$ cat src/rtl/placement_unloader.sv
// placement_unloader: scans the placement grid row-major and streams each occupied cell as a (node,x,y) beat.
// Latency: 3 cycles per empty cell; 4 per occupied cell (7 with PLACE_CHECK_EN) plus stall cycles.
// Backpressure: in EMIT the beat is held stable and the scan pauses until out_ready is seen at a rising edge.
// Build option: define PLACE_CHECK_EN to cross-check each cell against the node's pos_X/pos_Y entries.
module placement_unloader #(
  parameter int N  = 10,
  parameter int DW = 32
) (
  input  logic          clk,
  input  logic          reset,
  input  logic          start,
  output logic          busy,
  output logic          done,
  output logic          reGrid,
  output logic [DW-1:0] addrGrid,
  input  logic [DW-1:0] doutGrid,
  output logic          rePX,
  output logic          rePY,
  output logic [DW-1:0] addrPos,
  input  logic [DW-1:0] doutPX,
  input  logic [DW-1:0] doutPY,
  output logic          out_valid,
  input  logic          out_ready,
  output logic [DW-1:0] out_node,
  output logic [DW-1:0] out_x,
  output logic [DW-1:0] out_y,
  output logic [DW-1:0] count,
  output logic          mismatch
);

  typedef enum logic [3:0] {
    IDLE, GRD_RD, GRD_WAIT, GRD_CAP, POS_RD, POS_WAIT, POS_CAP, EMIT, DONE
  } state_t;

  localparam logic [DW-1:0] LAST  = DW'(N - 1);
  localparam logic [DW-1:0] EMPTY = '1;   // -1 marks an unoccupied cell
  localparam logic [DW-1:0] ONE   = DW'(1);

  state_t state, next_state;

  // Scan position; addrGrid doubles as the linear cell index x*N+y
  logic [DW-1:0] x, y;
  logic          rePos;
  logic          mism_q;

  logic cell_empty, last_cell, start_acc, advance, pos_bad;
  logic reGrid_d, rePos_d, out_valid_d, busy_d, done_d;

  assign cell_empty = (doutGrid == EMPTY);
  assign last_cell  = (x == LAST) && (y == LAST);

  // State register
  always_ff @(posedge clk or negedge reset) begin
    if (!reset) state <= IDLE;
    else        state <= next_state;
  end

  // Next-state logic
  always_comb begin
    next_state = state;
    case (state)
      IDLE:     if (start) next_state = GRD_RD;
      GRD_RD:   next_state = GRD_WAIT;
      GRD_WAIT: next_state = GRD_CAP;
      GRD_CAP: begin
        if (cell_empty) next_state = last_cell ? DONE : GRD_RD;
`ifdef PLACE_CHECK_EN
        else            next_state = POS_RD;
`else
        else            next_state = EMIT;
`endif
      end
      POS_RD:   next_state = POS_WAIT;
      POS_WAIT: next_state = POS_CAP;
      POS_CAP:  next_state = EMIT;
      EMIT:     if (out_ready) next_state = last_cell ? DONE : GRD_RD;
      DONE:     if (start) next_state = GRD_RD;
      default:  next_state = IDLE;
    endcase
  end

  // Output decode: strobes and valid line up with their states; busy/done follow the state by one cycle
  always_comb begin
    start_acc   = ((state == IDLE) || (state == DONE)) && start;
    advance     = ((state == GRD_CAP) && cell_empty) || ((state == EMIT) && out_ready);
    reGrid_d    = (next_state == GRD_RD);
    rePos_d     = (next_state == POS_RD);
    out_valid_d = (next_state == EMIT);
    busy_d      = (state != IDLE) && (state != DONE);
    done_d      = (state == DONE) && !start;
  end

`ifdef PLACE_CHECK_EN
  assign pos_bad  = (state == POS_CAP) && ((doutPX != x) || (doutPY != y));
  assign rePX     = rePos;
  assign rePY     = rePos;
  assign addrPos  = out_node;
  assign mismatch = mism_q;
`else
  logic unused_pos;
  assign unused_pos = ^{doutPX, doutPY, rePos, mism_q};
  assign pos_bad    = 1'b0;
  assign rePX       = 1'b0;
  assign rePY       = 1'b0;
  assign addrPos    = '0;
  assign mismatch   = 1'b0;
`endif

  // Registered outputs and scan datapath
  always_ff @(posedge clk or negedge reset) begin
    if (!reset) begin
      busy      <= 1'b0;
      done      <= 1'b0;
      reGrid    <= 1'b0;
      rePos     <= 1'b0;
      out_valid <= 1'b0;
      addrGrid  <= '0;
      out_node  <= '0;
      out_x     <= '0;
      out_y     <= '0;
      count     <= '0;
      mism_q    <= 1'b0;
      x         <= '0;
      y         <= '0;
    end else begin
      busy      <= busy_d;
      done      <= done_d;
      reGrid    <= reGrid_d;
      rePos     <= rePos_d;
      out_valid <= out_valid_d;
      if (start_acc) begin
        x        <= '0;
        y        <= '0;
        addrGrid <= '0;
        count    <= '0;
        mism_q   <= 1'b0;
      end else begin
        // Step to the next cell; at the final cell x/y are left as-is until the next start
        if (advance && !last_cell) begin
          addrGrid <= addrGrid + ONE;
          if (y == LAST) begin
            y <= '0;
            x <= x + ONE;
          end else begin
            y <= y + ONE;
          end
        end
        // Latch the beat once per occupied cell so it stays stable through EMIT
        if ((state == GRD_CAP) && !cell_empty) begin
          out_node <= doutGrid;
          out_x    <= x;
          out_y    <= y;
        end
        if ((state == EMIT) && out_ready) count <= count + ONE;
        if (pos_bad) mism_q <= 1'b1;
      end
    end
  end

endmodule

$ cat config.mk
export PLATFORM = sky130hd
export DESIGN_NAME = placement_unloader
export DESIGN_NICKNAME = d
export VERILOG_FILES = /design/src/rtl/placement_unloader.sv
export SDC_FILE = /design/constraint.sdc
export NUM_CORES = 1
export LEC_CHECK = 0
export ABC_AREA = 1
export BUFFER_PORTS_ARGS = -buffer_cell sky130_fd_sc_hd__buf_2
export CORE_UTILIZATION = 55
export DETAILED_ROUTE_END_ITERATION = 8
export GPL_TIMING_DRIVEN = 0
export HOLD_SLACK_MARGIN = 0.1
export PLACE_DENSITY = 0.88
export SYNTH_ARGS = -nofsm -noshare
export SYNTH_HDL_FRONTEND = slang
export SYNTH_SLANG_ARGS = --single-unit
$ cat constraint.sdc
create_clock -name clk -period 2.2 [get_ports clk]
set_input_delay 0.55 -clock clk [delete_from_list [all_inputs] [get_ports clk]]
set_output_delay 0.55 -clock clk [all_outputs]
set_load 0.01 [all_outputs]
==> results.toml <==
[run_status]
status = "completed"

[power_and_ir_drop]
power_frac_clock = 0.284
ir_drop_mv = 0.6858
p_sw_frac = 0.3874
p_per_area_nw_per_um2 = 972.1
power_frac_comb = 0.332
seqPwrFrac = 0.384
power.leakage_nw = 8.181
p_int_mw = 9.418
switching_power_mw = 5.955

[synth]
yosysSeqAreaShare = 0.4373
yosys.cell_count.top_type = "nand2_1"
synthArstFlopShare = 1.000
synth_largest_area_cell = "dfrtp_1"
ys_ff_latch = 232
syn_avg_cell_area_um2 = 6.900
yosys_warnings = 0
synthDistinctLibCells = 40
synth_edf_count = 0
synthesis.area_um2 = 13280
synthTopCellsByArea = "dfrtp_1, nand2_1, nor2_1"
netlist.area_leader.share = 0.4373
synth.cells.most_frequent = "nand2_1, nor2_1, dfrtp_1, inv_1, nand3_1"
synthFlopType = "dfrtp_1"
syn-instance-count = 1924

[sta]
finalCritPeriodShare = 0.9459
final_hold_viol_count = 0
skew_ps = 19.33
post-route-min-period_ps = 2081
setup-violations-final = 0
max_slew_margin = 0.5570
worstMarginPinSlew_ps = 664.5
max_freq_ghz = 0.4806
drv_slew = 0
setup_tns_ps = 0

[detailed_routing]
vias = 13548
top_layer = "met4"
totalWireLength_um = 39490
via_per_inst = 5.363
wl_met1_um = 16850
drt-initial-drc-count = 1159
wl_met2_um = 18070
firstDrtPassIters = 7
drtAntennaViolNets = 0
drcViolationCount = 0
met3_length_um = 2612
wl_per_cell_um = 15.63

[grt]
overflow = 0
grt_pass1_vias = 12803
grt_start_max_net_pins = 104
grt_pass1_wl_um = 63290
grt_use_total = 0.3224
antenna_found_initial = 0

[worst_setup_path]
crit_type = "reg -> reg"
crit_path_max_fanout = 10
crit_path_end_kind = "flop"
required_ps = 2620
worstPathArrival_ps = 2500
startpoint_type = "flop"

[final_layout]
final_nets = 2295
layout-drive-gt1-share = 0.1676
stdcell_area_um2 = 15810
area_delta_synth_final_pct = 19.10
antenna_cells = 0
final_cells = 2526

[floorplanning]
die_w_um = 157.4
die_h_um = 157.4
initial_core_util = 0.5639
io_pins = 299
die_area_um2 = 24760
coreArea_um2 = 23540
rows = 56

[placed_design]
port_buffers = 199
placed_area_um2 = 14860
dp_cells = 2478
dp_hpwl_um = 29400
routabilityCongestion = 1.025

[job]
drv_cap = 0

[clocking]
path_clk_slew_ps = 60
clock_latency_ps = 540
cts_tree = "yes"
cts_buffers = 26
clock_tree.buffer_depth = 3
h-tree-depth = 1
clock-sinks = 232
cts_root_buffer = "clkbuf_16"

[worst_hold_path]
hold_class = "in -> reg"
==> layout make-up <==
cell class / instances / area (um^2)
multi-input cells: 1478 / 6450
inverters: 155 / 584.3
repair buffers: 203 / 1079
clock buffers: 40 / 794.5
fillers: 2069 / 7730
plain buffers: 93 / 638.1
well taps: 319 / 399.1
clock inverters: 6 / 61.31
flip-flops and latches: 232 / 5807
==> worst paths after layout <==
path                                          startpoint                        to  slack [ps]  cells after the start
worst max-delay path                    y[0]$_DFFE_PN0P_   addrGrid[4]$_DFFE_PN0P_         120                     12
worst min-delay path                               start            done$_DFF_PN0_         200                      2
worst max register to register          y[0]$_DFFE_PN0P_   addrGrid[4]$_DFFE_PN0P_         120                     12
worst min register to register  out_node[10]$_DFFE_PN0P_  out_node[10]$_DFFE_PN0P_         470                      2
max in group asynchronous                          reset         y[15]$_DFFE_PN0P_         510                      4
min in group asynchronous                          reset  out_node[29]$_DFFE_PN0P_         470                      2
==> flip-flops by register name, indices dropped and copies added (netlist names) <==
| name | count |
|---|---|
| out_y | 32 |
| out_valid | 1 |
| count | 32 |
| state | 4 |
| out_x | 32 |
| busy | 1 |
| done | 1 |
| addrGrid | 32 |
| x | 32 |
| out_node | 32 |
| reGrid | 1 |
| y | 32 |
==> repair_timing <==
action	in CTS	in global routing
endpoints found under the hold margin	31	0
hold buffers	1	0
buffers inserted	0	1
gates resized for setup	2	27
endpoints found under the setup margin	17	93
pin swaps	0	0
==> routing by layer <==
layer  up-vias  global-route usage
met5         -                   0
met4         0              0.1618
met3       142             0.04543
met2       560              0.5160
met1      6348              0.4280
li1       6498                   -
==> worst max-delay path, stage by stage, from the launching register on <==
cell and delay (ps):
dfrtp_1 500, ha_1 230, nand3_1 80, nor2_1 140
nand2_2 110, nor2_4 120, nand2_2 100, nand2_2 110
nand2_4 70, buf_6 150, buf_2 190, nand3_1 90
nand2_1 60
==> cells in the final DEF, fill, tap and decap left out, drive strengths merged, types with 2 or more instances in the layout <==
| master | count |
|---|---|
| ha | 6 |
| o311ai | 2 |
| nor2 | 302 |
| nor3b | 2 |
| xor2 | 30 |
| nand2 | 749 |
| nand3 | 135 |
| nor3 | 40 |
| dfrtp | 232 |
| nand4 | 29 |
| a21oi | 11 |
| buf | 276 |
| conb | 35 |
| o21a | 3 |
| a31oi | 5 |
| xnor2 | 6 |
| or2 | 2 |
| o21ai | 114 |
| clkinv | 6 |
| inv | 153 |
| clkbuf | 59 |
==> logic make-up after synthesis <==
group / Yosys count / share of synthesized area
flip-flops: 232 / 0.4373
AND/OR/NAND/NOR: 1262 / 0.3840
buffers and inverters: 248 / 0.09076
other: 1 / 0.0002825
XOR/XNOR: 36 / 0.02375
adder cells (fa/ha/maj): 6 / 0.005654
AO/OA/AOI/OAI: 139 / 0.05824
==> metrics by stage <==
stage               total power [mW]    util  hold slack [ps]  worst slack, ps
floorplan                      8.928       -            254.4            406.8
global placement               10.71  0.6286            457.7            -3447
detailed placement             10.91  0.6314            427.8           -296.9
CTS                            15.32  0.6685            189.3            10.43
global route                   16.19  0.6717            194.9           -9.697
finish                         15.37  0.6717            203.7            119.1
==> power by group through the flow <==
stage | Clock, mW | Combinational, mW | Sequential, mW
floorplan | 0 | 2.82 | 6.11
detailed placement | 0 | 5.00 | 5.91
CTS | 4.41 | 5.04 | 5.87
global placement | 0 | 4.81 | 5.89
global route | 4.55 | 5.64 | 6.00
finish | 4.36 | 5.10 | 5.90
(Power assumes the default switching activity.)
